==> src/rtl/pipe_hazard_ctrl_pkg.sv <==
// Shared constants for the pipeline hazard sequencer.
// PCSrc encodings driven by Control and the hardwired-zero register index.
package pipe_hazard_ctrl_pkg;

    localparam logic [2:0] PCSRC_SEQ = 3'd0;
    localparam logic [2:0] PCSRC_BR  = 3'd1;
    localparam logic [2:0] PCSRC_J   = 3'd2;
    localparam logic [2:0] PCSRC_JR  = 3'd3;
    localparam logic [2:0] PCSRC_IRQ = 3'd4;
    localparam logic [2:0] PCSRC_EXC = 3'd5;

    localparam logic [4:0] REG_ZERO  = 5'd0;

endpackage

==> src/rtl/pipe_hazard_ctrl_irq_sync_latch.sv <==
// Interrupt front end: synchroniser, rising-edge detect, pending latch,
// defer counter and sticky irq_late.
// Ports: clk, reset (sync, high), irq_in (async level), irq_take (IRQ accepted
// this cycle), pending (request outstanding), irq_late (waited too long).
module irq_sync_latch #(
    parameter int SYNC_STAGES = 2,
    parameter int DEFER_MAX   = 15
) (
    input  logic clk,
    input  logic reset,
    input  logic irq_in,
    input  logic irq_take,
    output logic pending,
    output logic irq_late
);

    localparam int DW = $clog2(DEFER_MAX + 2);
    localparam logic [DW-1:0] DEFER_LIM = DW'(DEFER_MAX);
    localparam logic [DW-1:0] DEFER_SAT = DW'(DEFER_MAX + 1);

    logic [SYNC_STAGES-1:0] r_sync;
    logic                   r_lvl_d;
    logic                   r_pending;
    logic                   r_late;
    logic [DW-1:0]          r_defer;

    logic                   w_rise;
    logic [DW-1:0]          w_defer_nxt;

    assign w_rise   = r_sync[SYNC_STAGES-1] & ~r_lvl_d;
    assign pending  = r_pending;
    assign irq_late = r_late;

    // Counter restarts whenever the request is taken; a coincident new edge
    // keeps pending set and begins a fresh wait.
    always_comb begin
        w_defer_nxt = r_defer;
        if (irq_take) begin
            w_defer_nxt = '0;
        end else if (r_pending && r_defer != DEFER_SAT) begin
            w_defer_nxt = r_defer + 1'b1;
        end
    end

    always_ff @(posedge clk) begin
        if (reset) begin
            r_sync    <= '0;
            r_lvl_d   <= 1'b0;
            r_pending <= 1'b0;
            r_defer   <= '0;
            r_late    <= 1'b0;
        end else begin
            r_sync  <= {r_sync[SYNC_STAGES-2:0], irq_in};
            r_lvl_d <= r_sync[SYNC_STAGES-1];
            if (w_rise) begin
                r_pending <= 1'b1;
            end else if (irq_take) begin
                r_pending <= 1'b0;
            end
            r_defer <= w_defer_nxt;
            if (w_defer_nxt > DEFER_LIM) begin
                r_late <= 1'b1;
            end
        end
    end

endmodule

==> src/rtl/pipe_hazard_ctrl.sv <==
// Pipeline hazard sequencer: PC/IF-ID enables, IF/ID and ID/EX flushes,
// safe-boundary IRQ entry and stall/flush counters.
// Ports: pipeline hazard inputs (id_*, ex_*), irq_in/ker, control outputs
// (irq_out, pc_wr, ifid_wr, ifid_flush, idex_flush), irq_late, counters.
module pipe_hazard_ctrl
    import pipe_hazard_ctrl_pkg::*;
#(
    parameter int SYNC_STAGES = 2,
    parameter int CNT_W       = 32,
    parameter int DEFER_MAX   = 15
) (
    input  logic             clk,
    input  logic             reset,
    input  logic             irq_in,
    input  logic             ker,
    input  logic [4:0]       id_rs,
    input  logic [4:0]       id_rt,
    input  logic             id_uses_rt,
    input  logic [2:0]       id_pcsrc,
    input  logic             ex_memrd,
    input  logic [4:0]       ex_wreg,
    input  logic             ex_br_taken,
    output logic             irq_out,
    output logic             pc_wr,
    output logic             ifid_wr,
    output logic             ifid_flush,
    output logic             idex_flush,
    output logic             irq_late,
    output logic [CNT_W-1:0] stall_cnt,
    output logic [CNT_W-1:0] flush_cnt
);

    logic             r_id_valid;
    logic [CNT_W-1:0] r_stall_cnt;
    logic [CNT_W-1:0] r_flush_cnt;

    logic w_pending;
    logic w_lu;
    logic w_irq_ok;
    logic w_redirect;
    logic w_stall;

    assign w_lu = ex_memrd && (ex_wreg != REG_ZERO) &&
                  ((ex_wreg == id_rs) ||
                   (id_uses_rt && (ex_wreg == id_rt)));

    // IRQ only enters on a real instruction that is not about to stall.
    assign w_irq_ok   = w_pending & ~ker & r_id_valid & ~w_lu;
    assign w_redirect = (id_pcsrc == PCSRC_J) ||
                        (id_pcsrc == PCSRC_JR) ||
                        (id_pcsrc == PCSRC_EXC);

    always_comb begin
        irq_out    = 1'b0;
        pc_wr      = 1'b1;
        ifid_wr    = 1'b1;
        ifid_flush = 1'b0;
        idex_flush = 1'b0;
        w_stall    = 1'b0;
        if (ex_br_taken) begin
            ifid_flush = 1'b1;
            idex_flush = 1'b1;
        end else if (w_irq_ok) begin
            irq_out    = 1'b1;
            ifid_flush = 1'b1;
        end else if (w_lu) begin
            pc_wr      = 1'b0;
            ifid_wr    = 1'b0;
            idex_flush = 1'b1;
            w_stall    = 1'b1;
        end else if (w_redirect) begin
            ifid_flush = 1'b1;
        end
    end

    irq_sync_latch #(
        .SYNC_STAGES (SYNC_STAGES),
        .DEFER_MAX   (DEFER_MAX)
    ) u_irq (
        .clk      (clk),
        .reset    (reset),
        .irq_in   (irq_in),
        .irq_take (irq_out),
        .pending  (w_pending),
        .irq_late (irq_late)
    );

    always_ff @(posedge clk) begin
        if (reset) begin
            r_id_valid  <= 1'b0;
            r_stall_cnt <= '0;
            r_flush_cnt <= '0;
        end else begin
            if (ifid_flush) begin
                r_id_valid <= 1'b0;
            end else if (ifid_wr) begin
                r_id_valid <= 1'b1;
            end
            if (w_stall) begin
                r_stall_cnt <= r_stall_cnt + 1'b1;
            end
            if (ifid_flush) begin
                r_flush_cnt <= r_flush_cnt + 1'b1;
            end
        end
    end

    assign stall_cnt = r_stall_cnt;
    assign flush_cnt = r_flush_cnt;

endmodule
==> config.mk <==
export PLATFORM = sky130hd
export DESIGN_NAME = pipe_hazard_ctrl
export DESIGN_NICKNAME = d
export VERILOG_FILES = /design/src/rtl/pipe_hazard_ctrl_pkg.sv /design/src/rtl/pipe_hazard_ctrl_irq_sync_latch.sv /design/src/rtl/pipe_hazard_ctrl.sv
export SDC_FILE = /design/constraint.sdc
export NUM_CORES = 1
export LEC_CHECK = 0
export BUFFER_PORTS_ARGS = -buffer_cell sky130_fd_sc_hd__buf_2
export CAP_MARGIN = 25
export CORE_MARGIN = 5
export CORE_UTILIZATION = 30
export CTS_CLUSTER_SIZE = 14
export DETAILED_ROUTE_END_ITERATION = 10
export MAX_ROUTING_LAYER = met4
export PLACE_DENSITY_LB_ADDON = 0.25
export SLEW_MARGIN = 20
export SYNTH_ARGS = -nofsm -noshare
export SYNTH_HDL_FRONTEND = slang
export SYNTH_HIERARCHICAL = 1
export SYNTH_SLANG_ARGS = --single-unit
==> constraint.sdc <==
create_clock -name clk -period 3.2 [get_ports clk]
set_clock_uncertainty 0.05 [all_clocks]
set_input_delay 0.32 -clock clk [delete_from_list [all_inputs] [get_ports clk]]
set_output_delay 0.32 -clock clk [all_outputs]
set_load 0.01 [all_outputs]
==> run_results.csv <==
group,metric,value,unit
routing,vias,3442,
routing,vias_per_cell,4.92,
clock_network,clock_sinks,75,
die,start_util,0.310,
layout,multi_input_area,2110,µm²
routing,dr.pass1.iters,4,
placed_design,dp_hpwl,7260,µm
synth,synth_flop_cell,"dfxtp_1",
layout,fillCellCount,1273,
synth,avgSynthCellArea,8.62,µm²
die,dieArea,14800,µm²
critical_path,end_kind,"output pin",
routing,ant_nets,0,
synth,async_reset_ff_frac,0,
pwr,p_per_area,442,nW/µm²
grt,antenna_found_initial,0,
routing,dr.first_iter.drc_count,179,
placed_design,portBuffers,94,
sta,finalSetupTns,0,ns
synth,ys_seq_area_frac,0.401,
pwr,p_leak,1.89,nW
die,num_rows,40,
critical_path,path_max_fanout,23,
synth,synth.area.top_cells,"dfxtp_1 (40%), xnor2_1 (6.8%), xor2_1 (6.5%)",
routing,wl_per_cell,14.1,µm
grt,grt_usage,0.143,
synth,yosysUniqueCellTypes,56,
synth,synth_top_family_by_area,"simple AND/OR/NAND/NOR gates",
die,core,12100,µm²
synth,synthMuxAreaShare,0.00601,
routing,totalWireLength,9890,µm
clock_network,postCtsSetupBuffers,0,
grt,grt_pass1_wl,16700,µm
placed_design,post-place-cells,684,
critical_path,critPathLaunchType,"input port",
layout,fin_util,0.386,
routing,drc,0,
clock_network,cts_hold_buf,0,
die,die_w,122,µm
run,cap_violations,0,
hold_path,holdCritPathClass,"in -> reg",
synth,synth_top_cell_area_share,0.401,
critical_path,critical_path_class,"in -> out",
critical_path,cp.arrival,2.02,ns
clock_network,insertion_delay,0.33,ns
sta,report.final.slew_viol_count,0,
sta,hold_violations,0,
clock_network,htree_levels,3,
synth,synth_nets,464,
synth,ys_seq_elements,75,
clock_network,cts_buffer_depth,2,
sta,rsz0062_at_grt,"no",
synth,synth-compound-area-share,0.112,
synth,synthCells,435,
grt,grt_max_degree,51,
sta,period_share,0.746,
layout,area_growth,24.6,%
synth,yosysWarnings,6,
placed_design,globalplace.congestion,0.785,
sta,worstMarginPinSlew,0.927,ns
layout,antenna_cells,0,
clock_network,root_buffer,"clkbuf_16",
critical_path,required,2.83,ns
grt,grt_pass1_vias,3425,
die,io_pins,95,
clock_network,cts_resized,0,
status,status,"complete, no violations",
clock_network,cts_tree,"yes",
pwr,ir_drop,0.233,mV
layout,regArea,1500,µm²
synth,synth_area,3750,µm²
sta,slew_headroom,0.382,
sta,period_needed,2.39,ns
grt,grt-ovfl-total,0,
sta,hold_ws,0.140,ns
die,fp.dieH,122,µm
layout,final_cells,700,
synth,synth_xor_area_frac,0.133,
layout,nNetsFinal,556,
layout,drive_above_1_share,0.246,
clock_network,cts_buffers,9,
synth,synth_edf_count,0,
synth,synth_fa_ha_area_frac,0.0134,
synth,synth-simple-area-share,0.298,
clock_network,clk_pin_slew,0.06,ns
sta,setup_viol,0,
sta,fmax,419,MHz
synth,yosysTopAreaCell,"dfxtp_1",
-- synth_stat cells (3+ instances only) --
cell       instances
dfxtp_1           75
nor2_1            58
xnor2_1           29
nand2_1           28
xor2_1            28
a21oi_1           18
nand4_1           17
o21ai_0           16
nand3_1           15
and3_1            14
nor4_1            11
inv_1             10
or3_1             10
buf_2              9
nor3_1             8
o211ai_1           8
and4_1             7
clkbuf_1           7
nor2b_1            7
o2111ai_1          6
and2_1             4
ha_1               4
nor3b_1            4
or4_1              4
and2b_1            3
-- stage by stage --
step / setup slack [ns] / area (µm²) / power [mW]
2_1_floorplan: 0.918 / 3750 / 1.04
3_3_place_gp: 0.798 / 4380 / 1.09
3_5_place_dp: 0.733 / 4380 / 1.09
4_1_cts: 0.785 / 4670 / 2.09
5_1_grt: 0.670 / 4670 / 2.15
6_report: 0.813 / 4670 / 2.06
-- worst paths after layout --
check / endpoint / cells after the start / start / slack, ns
worst max-delay path: ifid_wr / 7 / ex_wreg[1] / 0.81
worst min-delay path: u_irq/r_sync[0]$_SDFF_PP0_ / 2 / irq_in / 0.14
worst max register to register: flush_cnt[27]$_SDFFE_PP0P_ / 6 / flush_cnt[6]$_SDFFE_PP0P_ / 0.96
worst min register to register: u_irq/r_sync[1]$_SDFF_PP0_ / 1 / u_irq/r_sync[0]$_SDFF_PP0_ / 0.38
-- critical path, cell delays in order --
cell and delay, ns:
buf_2 0.12, or4_4 0.55, o21a_4 0.25, nand2b_4 0.26, nor2_1 0.13, inv_1 0.21
buf_2 0.18
-- logic make-up after synthesis --
| group | after synthesis |
|---|---|
| adders and majority gates | 4 |
| and+or+nand+nor | 205 |
| muxes | 2 |
| AOI/OAI and AO/OA | 62 |
| buffers and inverters | 30 |
| DFF | 75 |
| xor gates and xnor gates | 57 |
-- metal layers --
layer  vias up  share of wire  GRT usage  wire length [µm]
met1      1624           0.47      0.174              4610
met3        16          0.031     0.0292               304
met5         -              0          -                 0
met4         0          0.017     0.0602               171
li1       1736              -          -                 -
met2        66           0.49      0.231              4800
-- power breakdown --
part / internal, mW / leakage (nW) / switching (mW) / total (mW)
registers: 0.942 / 0.605 / 0.00927 / 0.952
logic: 0.0454 / 1.14 / 0.0738 / 0.119
clock network: 0.601 / 0.143 / 0.392 / 0.994
-- placed cells by master, fill, tap and decap left out, drive strengths merged, types with 3 or more instances in the layout --
master / synthesis / final
o21ai: 19 / 19
buf: 12 / 101
nor4: 11 / 11
clkbuf: 8 / 11
clkinv: 0 / 4
nor2: 59 / 59
and2b: 3 / 3
and4: 7 / 7
or4: 5 / 5
xor2: 28 / 28
nor3: 9 / 9
nor3b: 4 / 4
and2: 4 / 4
dfxtp: 75 / 75
or3: 10 / 10
nand2: 28 / 28
inv: 10 / 10
o211ai: 9 / 9
a21oi: 18 / 18
nor2b: 7 / 7
ha: 4 / 4
xnor2: 29 / 29
o2111ai: 6 / 6
nand4: 18 / 18
and3: 15 / 15
nand3: 15 / 15
-- area by class of cell --
cell class                 instances  share of cell area
clock buffer                      11              0.0498
clock inverter                     5              0.0115
inverter                          10             0.00804
multi-input combinational        330               0.452
sequential                        75               0.322
tap                              168              0.0450
timing repair buffer             101               0.112
-- sequential cells by signal, summed over array words and instances (netlist names) --
name            cells
u_irq/irq_late      1
r_id_valid          1
flush_cnt          32
u_irq/r_defer       5
u_irq/pending       1
u_irq/r_sync        2
stall_cnt          32
u_irq/r_lvl_d       1
Power figures use the tool's default switching activity.
